===== src/rtl/seg_scan_ctrl.sv =====
// seg_scan_ctrl: multiplexed seven-segment scanner with frame-synchronous
// loading, per-digit decimal points, leading-zero blanking and 16-level PWM.
module seg_scan_ctrl #(
   parameter int unsigned N_DIG      = 4,
   parameter int unsigned F_CLK_HZ   = 50_000_000,
   parameter int unsigned SCAN_HZ    = 1000,
   parameter int unsigned ACTIVE_LOW = 1
) (
   input  logic               clk,
   input  logic               rst,
   input  logic [4*N_DIG-1:0] dat,
   input  logic [N_DIG-1:0]   dp,
   input  logic               load,
   input  logic               blank_lz,
   input  logic [3:0]         bright,
   output logic [N_DIG-1:0]   AN,
   output logic [7:0]         SEG,
   output logic               ce_scan
);

   // DIV must be a multiple of 16 so every brightness step is a whole number of cycles
   localparam int unsigned DIV   = F_CLK_HZ / SCAN_HZ;
   localparam int unsigned CNT_W = $clog2(DIV);
   localparam int unsigned IDX_W = (N_DIG > 1) ? $clog2(N_DIG) : 1;
   localparam int unsigned STEP  = DIV / 16;
   localparam logic [CNT_W-1:0] CNT_MAX = CNT_W'(DIV - 1);
   localparam logic [IDX_W-1:0] IDX_MAX = IDX_W'(N_DIG - 1);
   localparam logic [N_DIG-1:0] AN_OFF  = (ACTIVE_LOW != 0) ? '1 : '0;
   localparam logic [7:0]       SEG_OFF = (ACTIVE_LOW != 0) ? 8'hFF : 8'h00;

   logic [CNT_W-1:0]   cnt_q, cnt_d;
   logic [IDX_W-1:0]   idx_q, idx_d;
   logic [4*N_DIG-1:0] stg_dat_q, stg_dat_d, disp_dat_q, disp_dat_d;
   logic [N_DIG-1:0]   stg_dp_q, stg_dp_d, disp_dp_q, disp_dp_d;
   logic [N_DIG-1:0]   an_q, an_d;
   logic [7:0]         seg_q, seg_d;

   logic               ce_c;
   logic               wrap_c;
   logic [3:0]         nib_c;
   logic               dp_bit_c;
   logic               all_zero_c;
   logic               lz_c;
   logic [CNT_W:0]     thr_c;
   logic               on_c;
   logic [6:0]         seg7_c;
   logic [N_DIG-1:0]   an_ah_c;
   logic [7:0]         seg_ah_c;

   // Slot prescaler, digit index, staging and frame-synchronous display update
   always_comb begin
      ce_c       = (cnt_q == CNT_MAX);
      wrap_c     = ce_c && (idx_q == IDX_MAX);
      cnt_d      = ce_c ? '0 : cnt_q + CNT_W'(1);
      idx_d      = idx_q;
      if (ce_c) begin
         idx_d = (idx_q == IDX_MAX) ? '0 : idx_q + IDX_W'(1);
      end
      stg_dat_d  = load ? dat : stg_dat_q;
      stg_dp_d   = load ? dp  : stg_dp_q;
      // commit uses the pre-edge staging value, so a load on the wrap edge waits a frame
      disp_dat_d = wrap_c ? stg_dat_q : disp_dat_q;
      disp_dp_d  = wrap_c ? stg_dp_q  : disp_dp_q;
   end

   // Select the current digit and decide whether it is a leading zero
   always_comb begin
      nib_c      = 4'h0;
      dp_bit_c   = 1'b0;
      all_zero_c = 1'b1;
      lz_c       = 1'b0;
      for (int i = N_DIG - 1; i >= 0; i--) begin
         all_zero_c = all_zero_c && (disp_dat_q[4*i +: 4] == 4'h0);
         if (IDX_W'(i) == idx_q) begin
            nib_c    = disp_dat_q[4*i +: 4];
            dp_bit_c = disp_dp_q[i];
            lz_c     = all_zero_c && (i != 0);
         end
      end
   end

   // Hex decode, PWM gate and output polarity
   always_comb begin
      case (nib_c)
         4'h0: seg7_c = 7'h3F;
         4'h1: seg7_c = 7'h06;
         4'h2: seg7_c = 7'h5B;
         4'h3: seg7_c = 7'h4F;
         4'h4: seg7_c = 7'h66;
         4'h5: seg7_c = 7'h6D;
         4'h6: seg7_c = 7'h7D;
         4'h7: seg7_c = 7'h07;
         4'h8: seg7_c = 7'h7F;
         4'h9: seg7_c = 7'h6F;
         4'hA: seg7_c = 7'h77;
         4'hB: seg7_c = 7'h7C;
         4'hC: seg7_c = 7'h39;
         4'hD: seg7_c = 7'h5E;
         4'hE: seg7_c = 7'h79;
         default: seg7_c = 7'h71;
      endcase
      thr_c    = (CNT_W+1)'((32'(bright) + 32'd1) * STEP);
      on_c     = ({1'b0, cnt_q} < thr_c) && !(blank_lz && lz_c);
      an_ah_c  = on_c ? (N_DIG'(1) << idx_q) : '0;
      seg_ah_c = on_c ? {dp_bit_c, seg7_c} : 8'h00;
      an_d     = (ACTIVE_LOW != 0) ? ~an_ah_c  : an_ah_c;
      seg_d    = (ACTIVE_LOW != 0) ? ~seg_ah_c : seg_ah_c;
   end

   // State and registered outputs
   always_ff @(posedge clk) begin
      if (rst) begin
         cnt_q      <= '0;
         idx_q      <= '0;
         stg_dat_q  <= '0;
         stg_dp_q   <= '0;
         disp_dat_q <= '0;
         disp_dp_q  <= '0;
         an_q       <= AN_OFF;
         seg_q      <= SEG_OFF;
      end else begin
         cnt_q      <= cnt_d;
         idx_q      <= idx_d;
         stg_dat_q  <= stg_dat_d;
         stg_dp_q   <= stg_dp_d;
         disp_dat_q <= disp_dat_d;
         disp_dp_q  <= disp_dp_d;
         an_q       <= an_d;
         seg_q      <= seg_d;
      end
   end

   assign AN      = an_q;
   assign SEG     = seg_q;
   assign ce_scan = ce_c && !rst;

endmodule


===== config.mk =====
export PLATFORM = sky130hd
export DESIGN_NAME = seg_scan_ctrl
export DESIGN_NICKNAME = d
export VERILOG_FILES = /design/src/rtl/seg_scan_ctrl.sv
export SDC_FILE = /design/constraint.sdc
export NUM_CORES = 1
export LEC_CHECK = 0
export ABC_CLOCK_PERIOD_IN_PS = 6300
export CAP_MARGIN = 20
export CORE_MARGIN = 2
export CORE_UTILIZATION = 55
export CTS_CLUSTER_DIAMETER = 50
export DETAILED_ROUTE_END_ITERATION = 8
export HOLD_SLACK_MARGIN = 0.15
export PLACE_DENSITY = 0.77
export SLEW_MARGIN = 20
export SYNTH_ARGS = -nofsm -noshare
export SYNTH_HDL_FRONTEND = slang
export SYNTH_SLANG_ARGS = --single-unit

===== constraint.sdc =====
create_clock -name clk -period 6.3 [get_ports clk]
set_input_delay 1.89 -clock clk [delete_from_list [all_inputs] [get_ports clk]]
set_output_delay 1.89 -clock clk [all_outputs]
set_load 0.01 [all_outputs]

### Word level (Yosys, flattened, before mapping)

Memory sizes are Yosys's and may differ from the RTL's.
Index checks and enable logic that the tools add are counted.

| cells by class | value |
|---|---|
| add/subtract/negate cells | 3 |
| multiply operators | 1 |
| div/mod/pow operators | 0 |
| magnitude comparators | 1 |
| equality and inequality tests | 5 |
| shift-type cells | 1 |
| mux-type cells | 15 |
| bitwise logic cells | 2 |
| reduce and logical (&&, ||, !) cells | 13 |

Operators with widths:

| cell | count |
|---|---|
| 4-bit two-way mux | 5 |
| 16-bit by 17-bit < comparator with 1-bit output | 1 |
| 5-bit by 12-bit multiplier with 17-bit output, second input constant | 1 |
| 16-bit by 1-bit adder with 16-bit output, second input constant | 1 |
| 16-bit == test, second input constant | 1 |
| 4-bit logical NOT | 3 |
| 1-bit two-way mux | 8 |
| 8-bit two-way mux | 1 |
| 8-bit inverter | 1 |
| 1-bit logical AND | 6 |
| 4-bit by 1-bit adder with 5-bit output, second input constant | 1 |
| 2-bit == test, first input constant | 2 |
| 4-bit inverter | 1 |
| 1-bit by 2-bit left shift with 4-bit output, first input constant | 1 |
| 2-bit by 1-bit adder with 2-bit output, second input constant | 1 |
| 1-bit by 2-bit == test with 1-bit output, first input constant | 1 |
| 2-bit == test, second input constant | 1 |
| 1-bit logical NOT | 2 |
| 2-bit logical NOT | 1 |
| 2-bit two-way mux | 1 |
| 2-bit OR reduction | 1 |

| word-level totals | value |
|---|---|
| flip-flop bits (word level) | 70 |
| bits in latches | 0 |
| bits in writable memories | 0 |
| memory bits (read-only) | 112 |
| input port bits | 28 |
| output and inout bits | 13 |
| logic and storage cells | 50 |
| memories kept | 1 |

Memory list:

| memory | depth | bits a word | rd ports | clocked after memory_dff | write ports | line | RTL |
|---|---|---|---|---|---|---|---|
| (name not given) | 16 | 7 | 1 | 0 | 0 | 84 | `case (nib_c)` |

### Longest topological paths before layout

Gate-level depths: netlist of the first run.

| depth | value |
|---|---|
| word-level depth | 10 |
| mapped depth | 22 |
| depth with buffers taken out | 21 |

### Worst setup path before layout of the first run

No wires, ideal clock.

| timing | value |
|---|---|
| path type | input -> register |
| start | input bright[0] |
| end | register seg_q[0], in the netlist SEG[0] |
| library setup time | 128 ps |
| arrival time | 5673 ps |
| data required time | 6172 ps |
| setup slack | 499 ps |
| stages on the path | 21 |
| path buffers | 1 |
| cells stage by stage | ha_1 xor2_1 ha_1 xor2_1 ha_1 ha_1 ha_1 a21o_1 a211oi_1 nor2_1 nor2_1 o21ai_0 xnor2_1 ha_1 a21o_1 a21oi_1 nand4_1 o21ai_0 a32o_2 buf_6 nand4_1 |

| on the way | value |
|---|---|
| longest elaborated chain between the ends | 6 |

Ends and longest elaborated chain:

| element | line | RTL |
|---|---|---|
| start, declared | 15 | `input logic [3:0] bright,` |
| 4-bit by 1-bit adder with 5-bit output | 102 | `thr_c = (CNT_W+1)'((32'(bright) + 32'd1) * STEP);` |
| 5-bit by 12-bit multiplier with 17-bit output | 102 |  |
| 16-bit by 17-bit < comparator with 1-bit output | 103 | `on_c = ({1'b0, cnt_q} < thr_c) && !(blank_lz && lz_c);` |
| 1-bit logical AND | 103 |  |
| 8-bit two-way mux | 105 | `seg_ah_c = on_c ? {dp_bit_c, seg7_c} : 8'h00;` |
| 8-bit inverter | 107 | `seg_d = (ACTIVE_LOW != 0) ? ~seg_ah_c : seg_ah_c;` |
| end signal, assigned | 129 | `seg_q <= seg_d;` |
| end, declared | 36 | `logic [7:0] seg_q, seg_d;` |

No other way between the ends.
A chain may end at the register's enable or synchronous reset.

### Worst setup path in the final report of the first run

| timing | value |
|---|---|
| start | input bright[0] |
| end | register seg_q[6], in the netlist SEG[6] |

The elaborated chain is that of the path after synthesis.

==> results of run 1 <==
critical path, delay by kind of cell:
| family | cells | cell delay, ns |
|---|---|---|
| AOI/OAI and AO/OA | 5 | 1.01 |
| xor gates and xnor gates | 2 | 0.28 |
| adders and majority gates | 5 | 1.54 |
| buffers and inverters | 4 | 1.06 |
| and+or+nand+nor | 4 | 0.47 |
state kept, by name, indices dropped and copies added (netlist names):
name and cells:
disp_dp_q 4, idx_q 2, SEG 8, disp_dat_q 16
AN 4, stg_dp_q 4, cnt_q 16, stg_dat_q 16
per-stage QoR:
| stage | cell area (um^2) | instances | setup TNS (ns) | utilization (%) |
|---|---|---|---|---|
| 2_1_floorplan | 4172 | 461 | 0 | - |
| 3_3_place_gp | 4777 | 605 | -0.003244 | 65.51 |
| 3_5_place_dp | 4777 | 605 | -2.282 | 65.51 |
| 4_1_cts | 4967 | 621 | 0 | 68.12 |
| 5_1_grt | 5017 | 622 | -0.008907 | 68.81 |
| 6_report | 5017 | 622 | 0 | 68.81 |
cells by family after synthesis:
logic type / Yosys count
buffers and inverters: 43
and+or+nand+nor: 155
DFF: 70
xor gates and xnor gates: 31
adders and majority gates: 56
AOI/OAI and AO/OA: 62
muxes: 43
other: 1
cell type report:
class                           count  area share (%)
Clock buffer                       10           2.544
Clock inverter                      6           1.247
Inverter                           23           1.721
Multi-Input combinational cell    349           52.47
Sequential cell                    70           27.93
Tap cell                           99           2.469
Timing Repair Buffer               65           11.62
repair_timing:
item | 4_1_cts | 5_1_grt
endpoints found under the setup margin | 0 | 12
hold endpoints to repair | 0 | 0
gates resized for setup | 0 | 10
final timing paths:
check | to | from | slack, ns
setup / recovery | SEG[6] | bright[0] | 0.28
hold / removal | disp_dp_q[1] | stg_dp_q[1] | 0.49
setup reg to reg | SEG[5] | idx_q[0] | 3.90
hold reg to reg | disp_dp_q[1] | stg_dp_q[1] | 0.49
layout by cell type, fill, tap and decap left out, drive strengths merged, types with 3 or more instances in the layout:
master,count
a211oi,7
dfxtp,70
nand4,7
buf,26
nor3,3
xor2,17
a21o,3
clkinv,6
nor2b,5
o21ai,10
xnor2,14
or2,3
nor3b,3
clkbuf,10
o21a,3
mux2i,42
nor2,73
clkdlybuf4s50,39
ha,55
inv,22
nor4,3
o211ai,3
nand3b,6
nand2,18
nand3,20
a21oi,20
a31oi,3
where the power goes:
| part | internal, mW | switching (mW) | leakage [nW] |
|---|---|---|---|
| Clock | 0.182 | 0.172 | 0.100 |
| Sequential | 0.454 | 0.00673 | 0.571 |
| Combinational | 0.134 | 0.133 | 1.69 |
| Total | 0.770 | 0.312 | 2.36 |
layer usage:
layer / vias up / share of wire, % / track usage [%]
met3: 9 / 4.3 / 5.145
met5: - / 0 / 0
met4: 0 / 0.95 / 5.682
li1: 1736 / - / -
met2: 76 / 44 / 33.58
met1: 1582 / 51 / 31.44
==> metrics.txt, run 1 <==
routed len/inst=14.08 um; IO buf count=40; largest family of logic cells by synthesized area=simple AND/OR/NAND/NOR gates; gp weighted congestion=0.8846; Worst Setup Slack, final=0.2763 ns; Total Power=1.081 mW; Slew Limit Fails=0; post-synth top area cell=dfxtp_1; clk buf depth=2; diodes inserted=0; Finish-stage setup viols=0; Congestion Overflow GR=0; status=finished, final reports clean; hpwl dp=6.485 mm; adder-cell share of the synthesized area=16.98%; CP Max Fanout=6; Post-synth top cells=nor2_1 (73), dfxtp_1 (70), ha_1 (55), mux2i_1 (42), inv_1 (22); Die W=approximately 90 um; synthesized area=4172 um^2; Post-synth EDFFs=0; Setup crit start kind=input pin; chip height=91.09 um; Nets=602; hold_buf cts=0; ranking of synthesized cells by area=dfxtp_1 (34%), ha_1 (16%), mux2i_1 (10%), nor2_1 (6.6%), xor2_1 (3.6%); Core ar.=7292 um^2; H-tree levels=3; Rows=31; first-pass GRT wire length=approximately 15 mm; # clock sinks=70; area share of and/or/nand/nor cells after synthesis=between 15 and 20%; Root Driver=clkbuf_8; Arr. time, crit path=6.25 ns; P_leak=approximately 2.4 nW; Worst Max-Slew Pin Slew=0.6311 ns; Setup Skew=0.01264 ns; initial DRC count=142; register bit total from synthesis=70; cell mode on critical path=ha_1; TritonRoute pass-1 iters=5; final worst path period share=a little over nine tenths; slowest stage delay, CP=0.51 ns; Post-Synthesis Cells=461; hold crit path type=reg -> reg; via/cell ratio=~5.5; Hold Vio Cnt, Final=0; Syn Nets=~550; initial antenna violation count=0; filler cell count=~600; Post-route DRC=0; TritonCTS clock tree=yes; Primary FF master, synth=dfxtp_1; Antenna Nets Post-Route=0; slowest CP cell=clkdlybuf4s50_1; Ys Warns=0; hold depth=2; xor/xnor share of the synthesized area=6.509%; top-count cell post-synth=nor2_1; Peak VDD IR=0.1497 mV; Starting Density=57.21%; Worst-path clk slew=0.08 ns; crit end category=register; syn avg cell area=9.049 um^2; R2R cell count=11; Crit Path Category=in -> reg; post-CTS setup buffer count=0; clock buffer count from CTS=9; Synth cell types=a little over 50; min Tclk post-route=about 6 ns; Power Dens Cells=215.5 nW/um^2; die area=8297 um^2; worst skew pair latency=0.35 ns; final hold slack=a little under 0.5 ns; CP Cell Sequence=clkdlybuf4s50_1 -> buf_4 -> nand3_1 -> buf_4 -> xnor2_2 -> ha_1 -> ha_1 -> ha_1 -> ha_1 -> nand3_1 -> nand2_1 -> a221oi_2 -> buf_4 -> xnor2_1 -> ha_1 -> a21oi_2 -> nand4_1 -> o21ai_2 -> a32o_2 -> o2111ai_1; Vias=between 3k and 4k; Post-synth ARST share=0%; Max-slew headroom=between 50 and 60%; Ports=41; vias in the first global route=3182; Tot GR Track Use=about 22%; FMAX=0.1660 GHz; share of cells above drive strength 1=11.09%; worst endpoint required time=6.53 ns; Synth Area in Compound Gates=9.898%; Multi-input gate area=2633 um^2; Max Cap Viol=0; detailed-route wire length=8.759 mm; mux cell area share after synthesis=10.35%; dpl ws=-0.2253 ns; share of Yosys cell area claimed by the top area cell type=33.59%; pin count of the biggest net entering global routing=46; Seq. cell area=1401 um^2; P&R area growth vs syn=20.28%; sequential element share of the synthesized area=between 30% and 40%
No activity file was read; power rests on OpenSTA's default activity.
==> inputs of run 2 (changes only) <==
- CORE_MARGIN: 2 -> not set
==> run 2 against run 1 <==
Net effect:
- register-to-register slack hardly changed
- wire length is 0.32% lower
- worst hold slack worse by 0.014 ns
- critical path depth is 1 higher
- core utilization hardly changed
- power is 2.0% lower
- highest routed layer unchanged
==> metrics.txt, run 2 (synthesis results as in run 1) <==
status=finished, final reports clean; Hold Vio Cnt, Final=0 (unchanged); min Tclk post-route=6.051 ns (+0.02761 ns); Multi-input gate area=2649 um^2 (+0.62%); P_leak=2.339 nW (-1.0%); IO buf count=40 (unchanged); Setup crit start kind=input pin; Seq. cell area=1401 um^2 (unchanged); clock buffer count from CTS=9 (unchanged); Worst-path clk slew=0.07 ns (about the same); most common cell after layout, fill and taps aside=nor2_1; Slew Limit Fails=0 (unchanged); initial DRC count=146 (+2.8%); Crit Path Category=in -> reg; Antenna Nets Post-Route=0 (unchanged); Regs by FF count=cnt_q: 16 flops, disp_dat_q: 16 flops, stg_dat_q: 16 flops; Arr. time, crit path=6.26 ns (about the same); worst skew pair latency=0.34 ns (about the same); Placement Cell Area=4770 um^2 (-0.16%); share of cells above drive strength 1=11.49% (+0.40 points); Worst Setup Slack, final=0.2487 ns (-0.02761 ns); Final Util=68.82% (about the same); Starting Density=57.21% (unchanged); Setup Skew=0.009539 ns (-0.003105 ns); post-CTS setup buffer count=0 (unchanged); commonest cells after routing, fill and taps aside=nor2_1 (73), dfxtp_1 (70), ha_1 (52), mux2i_1 (42), clkdlybuf4s50_1 (39); crit end category=register; initial antenna violation count=0 (unchanged); gp weighted congestion=0.8505 (-3.9%); Peak VDD IR=0.1367 mV (-8.7%); pin count of the biggest net entering global routing=46 (unchanged); Worst Max-Slew Pin Slew=0.6590 ns (+0.02789 ns); CP Cell Sequence=clkdlybuf4s50_1 -> buf_4 -> nand3_1 -> buf_4 -> xnor2_2 -> ha_1 -> ha_1 -> ha_1 -> ha_1 -> o21ai_0 -> nor2_1 -> nor2_1 -> o21ai_0 -> xnor2_1 -> ha_1 -> a21o_1 -> a21oi_2 -> nand4_1 -> o21ai_2 -> a32o_1 -> nand3b_1; setup_tns=0 ns (unchanged); Post-route DRC=0 (unchanged); worst endpoint required time=6.51 ns (-0.02 ns); dpl ws=-0.1915 ns (+0.03387 ns); Nets=601 (-0.17%); filler cell count=600 (-1.3%); Power Dens Cells=211.1 nW/um^2 (-2.0%); Tot GR Track Use=23.20% (+1.2 points); final worst path period share=96.05% (+0.44 points); Congestion Overflow GR=0 (unchanged); vias in the first global route=3049 (-4.2%); slowest stage delay, CP=0.49 ns (-0.02 ns); first-pass GRT wire length=14.20 mm (-4.9%); H-tree levels=3 (unchanged); # clock sinks=70 (unchanged); die area=7937 um^2 (-4.3%); FMAX=0.1653 GHz (-0.46%); hold crit path type=reg -> reg; detailed-route wire length=8.731 mm (-0.32%); Max-slew headroom=55.99% (-1.9 points); CP Max Fanout=6 (unchanged); clk buf depth=2 (unchanged); P&R area growth vs syn=20.31% (about the same); routed len/inst=14.06 um (-0.16%); cell mode on critical path=ha_1; slowest CP cell=clkdlybuf4s50_1; TritonRoute pass-1 iters=4 (-1); Finished Cell Area=5019 um^2 (about the same); Core ar.=7292 um^2 (unchanged); Root Driver=clkbuf_8; Ports=41 (unchanged); chip height=89.09 um (-2.2%); Max Cap Viol=0 (unchanged); diodes inserted=0 (unchanged); TritonCTS clock tree=yes; Finish-stage setup viols=0 (unchanged); Vias=3384 (-0.56%); Die W=89.09 um (-2.2%); Rows=31 (unchanged); via/cell ratio=5.449 (-0.40%); hpwl dp=6.549 mm (+0.98%)
## run 2: changes by cell type in the layout (fill, tap and decap cells not counted), sizes merged
cell | before | now
clkinv | 6 | 3
clkinvlp | 0 | 3
buf | 26 | 25
bufinv | 1 | 0
inv | 22 | 23
## run 2: layout make-up
cell class              instances  area share (%)
clock buffers                  10           2.742
clock inverters                 6          0.8975
inverters                      23           1.720
multi-input cells             349           52.78
flip-flops and latches         70           27.92
well taps                      99           2.468
repair buffers                 64           11.47
## run 2: final timing paths
| check | slack (ns) | to | startpoint | depth (start not counted) |
|---|---|---|---|---|
| setup / recovery | 0.25 | AN[0] | bright[0] | 21 |
| hold / removal | 0.48 | cnt_q[0] | cnt_q[0] | 1 |
| setup reg to reg | 3.90 | SEG[5] | idx_q[0] | 11 |
| hold reg to reg | 0.48 | cnt_q[0] | cnt_q[0] | 1 |
## run 2: power by group
| group | switching (mW) | internal, mW | leakage [nW] |
|---|---|---|---|
| clock network | 0.173 | 0.155 | 0.0849 |
| logic | 0.138 | 0.133 | 1.68 |
| registers | 0.00659 | 0.454 | 0.571 |
| total | 0.318 | 0.742 | 2.34 |
## run 2: stage by stage
stage	std cells	hold slack [ns]	power (mW)
after CTS	620	0.4882	1.061
after global placement	604	0.4603	0.7200
final	621	0.4800	1.059
after floorplan	461	0.4409	0.6360
after detailed placement	604	0.4692	0.7313
after global routing	621	0.5184	1.122
## run 2: timing repair
item,CTS,global route
gates resized for setup,0,11
hold buffers,0,0
endpoints found under the setup margin,0,12
## run 2: critical path, delay by kind of cell
family,cells,cell delay (ns)
AND/OR/NAND/NOR,5,0.56
XOR/XNOR,2,0.28
buffers and inverters,3,0.85
AO/OA/AOI/OAI,6,1.14
adder cells (fa/ha/maj),5,1.54
## run 2: routing by layer
layer	wire length (um)	track usage (%)	part of all wire (%)	up-vias
li1	-	-	-	1720
met4	60	6.494	0.69	0
met3	377	4.894	4.3	7
met5	0	0	0	-
met2	3909	35.05	45	82
met1	4383	33.41	50	1575
==> inputs of run 3 (changes only) <==
- DONT_BUFFER_PORTS: not set -> 1
- PLACE_DENSITY: 0.77 -> 0.7
==> run 3 against run 2 <==
Net effect:
- sequential share of layout area is 3.9 points higher
- setup slack better by 0.18 ns
- register-to-register slack got worse by 0.03 ns
- sequential cell count stayed put
- clock power rose by 14%
- fmax increased by 3.1%
- via count is 9.6% lower
- sequential power barely moved
- critical endpoint is now SEG[6]
- largest cell class unchanged
- largest power group unchanged
==> metrics.txt, run 3 (synthesis results as in run 1) <==
clock buffer count from CTS=9 (unchanged); hpwl dp=5.972 mm (-8.8%); Vias=3059 (-9.6%); filler cell count=673 (+12%); P&R area growth vs syn=5.669%; most common cell after layout, fill and taps aside=nor2_1; Max Cap Viol=0 (unchanged); Setup crit start kind=input pin; Arr. time, crit path=6.06 ns (-0.20 ns); Antenna Nets Post-Route=0 (unchanged); Core ar.=7292 um^2 (unchanged); Congestion Overflow GR=0 (unchanged); Peak VDD IR=0.1598 mV (+17%); vias in the first global route=2753 (-9.7%); worst skew pair latency=0.34 ns (about the same); switching portion of total power=28.57% (-1.4 points); Sequential Power Share=44.7% (+1.2 points); pin count of the biggest net entering global routing=47 (+2.2%); Tot GR Track Use=21.40% (-1.8 points); H-tree levels=3 (unchanged); chip height=89.09 um (unchanged); Regs by FF count=cnt_q: 16 flops, disp_dat_q: 16 flops, stg_dat_q: 16 flops; setup repair after global routing missed its margin=no; TritonRoute pass-1 iters=4 (unchanged); Setup Skew=0.01636 ns (+0.006825 ns); hold crit path type=reg -> reg; routed len/inst=14.43 um (+2.6%); dpl ws=0.1132 ns (+0.3046 ns); diodes inserted=0 (unchanged); commonest cells after routing, fill and taps aside=nor2_1 (73), dfxtp_1 (70), ha_1 (55), mux2i_1 (42), inv_1 (22); CP Max Fanout=12 (+6); share of cells above drive strength 1=5.677% (-5.8 points); # clock sinks=70 (unchanged); worst endpoint required time=6.49 ns (-0.02 ns); setup_tns=0 ns (unchanged); Rows=31 (unchanged); final worst path period share=93.16% (-2.9 points); Crit Path Category=in -> reg; initial antenna violation count=0 (unchanged); post-CTS setup buffer count=0 (unchanged); Worst Setup Slack, final=0.4310 ns (+0.1823 ns); post-CTS sizing=0 (unchanged); Ports=41 (unchanged); Int Power=737.7 uW (-0.55%); Worst-path clk slew=0.08 ns (about the same); non-filler cells, final=557 (-10%); NetSw=295.1 uW (-7.1%); Logic pwr share=19.2% (-6.4 points); Worst Max-Slew Pin Slew=0.6755 ns (+0.01650 ns); gp weighted congestion=0.8608 (+1.2%); IO buf count=0 (-100%); Die W=89.09 um (unchanged); Max-slew headroom=54.88% (-1.1 points); FMAX=0.1704 GHz (+3.1%); clk buf depth=2 (unchanged); crit end category=register; die area=7937 um^2 (unchanged); min Tclk post-route=5.869 ns (-0.1823 ns); Hold Vio Cnt, Final=0 (unchanged); Slew Limit Fails=0 (unchanged); status=finished, final reports clean; final hold slack=0.4886 ns (+0.008567 ns); Final Util=60.45% (-8.4 points); TritonCTS clock tree=yes; Power Dens Cells=234.3 nW/um^2 (+11%); initial DRC count=112 (-23%); Multi-input gate area=2582 um^2 (-2.5%); Starting Density=57.21% (unchanged); Post-route DRC=0 (unchanged); Finish-stage setup viols=0 (unchanged); Clock power frac=36.1% (+5.2 points); via/cell ratio=5.492 (+0.78%); detailed-route wire length=8.036 mm (-8.0%); first-pass GRT wire length=13.10 mm (-7.8%); Seq. cell area=1401 um^2 (unchanged); placed cells=541 (-10%); Nets=537 (-11%); P_leak=2.070 nW (-12%); Root Driver=clkbuf_8; hold_buf cts=0 (unchanged)
## run 3: stage by stage
| step | instance area (um^2) | power (mW) |
|---|---|---|
| final | 4408 | 1.033 |
| after CTS | 4403 | 1.042 |
| after global routing | 4408 | 1.093 |
| after floorplan | 4172 | 0.6360 |
| after detailed placement | 4197 | 0.6677 |
| after global placement | 4197 | 0.6624 |
## run 3: final cells by class
cell class	instances	share of cell area, %
timing repair buffer	1	0.1703
clock buffer	10	3.122
inverter	23	1.959
tap	99	2.810
sequential	70	31.79
clock inverter	6	1.561
multi-input combinational	348	58.59
## run 3: final timing paths
path	cells past startpoint	from	endpoint	slack [ns]
hold / removal	1	cnt_q[0]	cnt_q[0]	0.49
hold reg to reg	1	cnt_q[0]	cnt_q[0]	0.49
setup reg to reg	11	idx_q[0]	SEG[5]	3.87
setup / recovery	21	bright[0]	SEG[6]	0.43
## run 3: power groups by stage
stage / Clock [mW] / Combinational (mW) / Sequential, mW
5_1_grt: 0.400 / 0.229 / 0.464
4_1_cts: 0.382 / 0.198 / 0.462
6_report: 0.373 / 0.198 / 0.462
3_5_place_dp: 0 / 0.195 / 0.472
2_1_floorplan: 0 / 0.166 / 0.470
3_3_place_gp: 0 / 0.190 / 0.472
## run 3: critical path, cell delays in order
cell	delay, ns
ha_1	0.21
nand3_1	0.11
inv_1	0.08
ha_1	0.23
xor2_1	0.17
ha_1	0.29
ha_1	0.27
ha_1	0.35
a21o_1	0.19
a211oi_1	0.29
nor2_1	0.09
nor2_1	0.14
o21ai_0	0.11
xnor2_1	0.15
ha_1	0.31
a21o_1	0.19
a21oi_1	0.17
nand4_1	0.09
o21ai_0	0.23
a32o_2	0.31
o2111ai_1	0.18
## run 3: layer usage
layer	vias up	routed length [um]	track usage, %
met5	-	0	0
met1	1399	4166	31.99
met3	2	298	4.709
li1	1598	-	-
met2	60	3546	31.37
met4	0	24	4.618
==> RTL edit 1: new RTL, config.mk and constraints of run 3 <==
Remove the register `seg_q`: a continuous assignment takes its place, so the output `SEG` follows one clock earlier.
--- a/src/rtl/seg_scan_ctrl.sv
+++ b/src/rtl/seg_scan_ctrl.sv
@@ -119,3 +119,2 @@
          an_q       <= AN_OFF;
-         seg_q      <= SEG_OFF;
       end else begin
@@ -128,5 +127,6 @@
          an_q       <= an_d;
-         seg_q      <= seg_d;
       end
    end
+
+   assign seg_q = seg_d;
 
Function: changed (a bounded check fails within 4 cycles, from zero or initial values and one cycle with rst high).
==> RTL edit 1 against run 3 <==
  * The flow now finishes with violations (setup timing)
  * Die area decreased by 3.6%
  * Non-clock buffer count up 57
  * Power is 3.8% higher
  * Worst setup slack worse by 2300 ps
  * Cell area increased by 15%
  * Sequential cell count fell by 8
  * Sequential power down 12%
  * Global-route usage is 3.5 points higher
  * Area after synthesis is 3.7% lower
  * Wire length grew 24%
  * Combinational power up 83%
  * Largest power group unchanged
==> RTL edit 1: results (changes against run 3) <==
compound-gate portion of the synthesized area 0.0975 (-0.00150); largest cells by area after synthesis dfxtp_1 (31%), ha_1 (17%), mux2i_1 (11%); DP Area 4460 um^2 (+6.3%); Synth Area in XOR/XNOR 0.0654 (+0.000313); Post-synth top cells nor2_1 (79), dfxtp_1 (62), ha_1 (55), mux2i_1 (43), inv_1 (21); mux contribution to synthesized area 0.107 (+0.00365); critical path type in2out; Layout Skew 11.6 ps (-4.74 ps); VDD IR max 0.112 mV (-30%); initial DRC count 121 (+8.0%); Routed WL 9.98 mm (+24%); crit-path max FO 6 (-6); crit-path leading delay family adder cells; Final WS setup -1860 ps (-2290 ps); Total Neg Setup Slack -14900 ps (-14900 ps); total track usage 0.249 (+0.0352); post-synth cell types 48 (-5.9%); FF-to-FF path depth 13 (+2); sequential element share of the synthesized area 0.309 (-0.0270); final setup fails 9 (+9); Avg Synthesized Cell Area 8.73 um^2 (-3.5%); WP data arrival 6270 ps (+210 ps); Relative slew margins 0.403 (-0.146); Pleak 0.00230 uW (+11%); Critical R2R Launch cnt_q[7]$_SDFF_PP0_; failing checks setup timing; Hold WS 489 ps (+0.498 ps); status complete, but fails checks; Reg clk slew, reported paths 60 ps (-20 ps); setup bufs post-CTS 8 (+8); crit-path max cell delay 390 ps (+40 ps)
[RTL edit 1: worst max-delay path by stage]
stage	from	end	depth (start not counted)
2_1_floorplan	bright[0]	SEG[3]	21
3_3_place_gp	bright[0]	SEG[7]	23
3_5_place_dp	bright[0]	SEG[7]	22
6_report	bright[0]	SEG[5]	24
5_1_grt	bright[1]	SEG[5]	24
4_1_cts	bright[0]	SEG[7]	23
[RTL edit 1: layout make-up]
| type | count | area, um^2 |
|---|---|---|
| inverters | 21 | 81.3 |
| repair buffers | 58 | 459 |
| clock buffers | 12 | 145 |
| clock inverters | 4 | 22.5 |
| flip-flops and latches | 62 | 1240 |
| well taps | 96 | 120 |
| multi-input cells | 357 | 3010 |
| fillers | 517 | 1830 |
[RTL edit 1: cells by family (layout without fill, tap and decap cells)]
group / after synthesis / count (layout)
and+or+nand+nor: 168 / 168
DFF: 62 / 62
AOI/OAI and AO/OA: 59 / 59
adders and majority gates: 56 / 56
muxes: 43 / 43
buffers and inverters: 41 / 95
xor gates and xnor gates: 30 / 30
other: 1 / 1
[RTL edit 1: worst register-to-register path, stage by stage (launching register included)]
cell and delay (ps):
dfxtp_1 410, ha_1 270, buf_4 140, a21oi_1 110
a21boi_0 170, nor4_4 360, nor4b_2 100, mux2i_1 140
buf_4 130, buf_4 110, buf_6 110, buf_4 120
buf_4 100, or4b_1 440
[RTL edit 1: per-layer routing]
layer | part of all wire | global-route usage
met5 | 0 | 0
met4 | 0.021 | 0.0790
met3 | 0.033 | 0.0512
met2 | 0.54 | 0.471
met1 | 0.41 | 0.276
[RTL edit 1: power by group]
part	leakage [uW]	internal, uW	switching, uW
clock network	0.0000861	152	150
registers	0.000504	402	6.70
logic	0.00171	191	171
total	0.00230	744	328
==> RTL edit 2: new RTL, flow settings as in run 3 <==
Made on the original files. Change the parameter `F_CLK_HZ` from 50_000_000 to 100_000_000.
--- a/src/rtl/seg_scan_ctrl.sv
+++ b/src/rtl/seg_scan_ctrl.sv
@@ -4,3 +4,3 @@
    parameter int unsigned N_DIG      = 4,
-   parameter int unsigned F_CLK_HZ   = 50_000_000,
+   parameter int unsigned F_CLK_HZ   = 100_000_000,
    parameter int unsigned SCAN_HZ    = 1000,
Function: same outputs for any inputs over 10 cycles, from zero or initial values and one cycle with rst high; that may be too few to reach the edited logic, so the function may still have changed.
==> RTL edit 2 against run 3 <==
  * Utilization rose by 1.0 points
  * Power rose by 0.65%
  * Count of clock-buffer cells in the layout fell by 1
  * Wire length rose by 6.1%
  * Sequential cell count rose by 1
  * Area after synthesis rose by 3.3%
  * Critical path depth did not move
  * Worst setup slack improved by 67 ps
  * Cell area rose by 3.3%
  * Register-to-register slack got worse by 160 ps
  * Global-route usage rose by 1.1 points
  * Critical endpoint is now AN[0]$_SDFF_PP1_
==> RTL edit 2: results (changes against run 3) <==
status complete, no violations; Layout Skew 10.7 ps (-5.68 ps); initial DRC count 146 (+30%); number of non-clock inverters in the layout 19 (-17%); WP data arrival 6090 ps (+30 ps); biggest regs cnt_q x17, disp_dat_q x16, stg_dat_q x16; total track usage 0.225 (+0.0110); Worst-Skew Late Latency 360 ps (+20 ps); sequential element share of the synthesized area 0.330 (-0.00599); Post-Layout Cell Count 589 (+5.7%); Post-synth top cells dfxtp_1 (71), nand2_1 (63), ha_1 (57), nor2_1 (53), a21oi_1 (34); Detail Placement HPWL 6.40 mm (+7.2%); internal power 738 uW (about the same); placed instance count 573 (+5.9%); Fill cells 651 (-3.3%); Post-Synthesis Net Count 578 (+6.1%); Pleak 0.00194 uW (-6.4%); Layout clock area frac 0.0442 (-0.00259); GPL Wtd Cong 0.862 (about the same); Nets 571 (+6.3%); comb_multi_in 381 (+9.5%); VDD IR max 0.146 mV (-8.7%); Routed WL 8.53 mm (+6.1%); # clock sinks 71 (+1.4%); largest cells by area after synthesis dfxtp_1 (33%), ha_1 (17%), nand2_1 (5.5%); flip-flop and latch area 1420 um^2 (+1.4%); Via Count 3315 (+8.4%); vias in the first global route 3162 (+15%); Diodes inserted 0 (unchanged); Non-clk bufs 3 (+2); share of post-route cells with drive strength above 1 0.0776 (+0.0208); # resized after CTS 0 (unchanged); DP Area 4350 um^2 (+3.7%); crit-path max FO 11 (-1); critical path's slowest cell xor2_1; Signal buf overhead 0.00769 (+0.00599); synthesized area 4310 um^2 (+3.3%); crit-path leading delay family adder cells; first-pass GRT wire length 14.8 mm (+13%); post-synth cell types 60 (+18%); Worst Max-Slew Pin Slew 766 ps (+90.2 ps); fraction of area in multi-input gates 0.593 (+0.00716); power in sequential cells 468 uW (+1%); crit-path max cell delay 370 ps (+20 ps); Post-Syn Instances 492 (+6.7%); Reg clk slew, reported paths 80 ps (about the same); Finished Core Util 0.615 (+0.0101)
## RTL edit 2: cell count changes in the layout (fill, tap and decap cells not counted), sizes merged, moves of 5 or more
cell   delta
nand2    +45
mux2i    -19
and3      +8
nor2     -20
o21ai     +5
a21oi    +15
## RTL edit 2: final timing paths
| check | to | start | cells after the start | slack (ps) |
|---|---|---|---|---|
| max | AN[0]$_SDFF_PP1_ | bright[0] | 21 | 500 |
| min | disp_dat_q[3]$_SDFFE_PP0P_ | disp_dat_q[3]$_SDFFE_PP0P_ | 2 | 450 |
| max reg2reg | SEG[3]$_SDFF_PP1_ | idx_q[0]$_SDFFE_PP0N_ | 10 | 3710 |
| min reg2reg | disp_dat_q[3]$_SDFFE_PP0P_ | disp_dat_q[3]$_SDFFE_PP0P_ | 2 | 450 |
## RTL edit 2: metal layers
metal / track usage / share of wire / vias to the layer above
li1: - / - / 1698
met3: 0.0539 / 0.046 / 11
met1: 0.306 / 0.50 / 1537
met4: 0.0739 / 0.013 / 0
met5: 0 / 0 / -
met2: 0.349 / 0.44 / 69
## RTL edit 2: cells by family (layout without fill, tap and decap cells)
kind of cell / after synthesis / count (layout) / synth area share
fa+ha+maj: 58 / 58 / 0.170
simple gates: 180 / 180 / 0.204
xor+xnor: 31 / 31 / 0.0630
flops: 71 / 71 / 0.330
compound gates: 87 / 87 / 0.130
buf+inv: 40 / 38 / 0.0433
mux: 25 / 25 / 0.0595
## RTL edit 2: metrics by stage
| stage | hold WS (ps) | setup WS [ps] | power, uW |
|---|---|---|---|
| 3_3_place_gp | 434 | 284 | 668 |
| 4_1_cts | 451 | 538 | 1050 |
| 2_1_floorplan | 430 | 540 | 641 |
| 5_1_grt | 476 | 132 | 1090 |
| 6_report | 451 | 498 | 1040 |
| 3_5_place_dp | 439 | 177 | 673 |
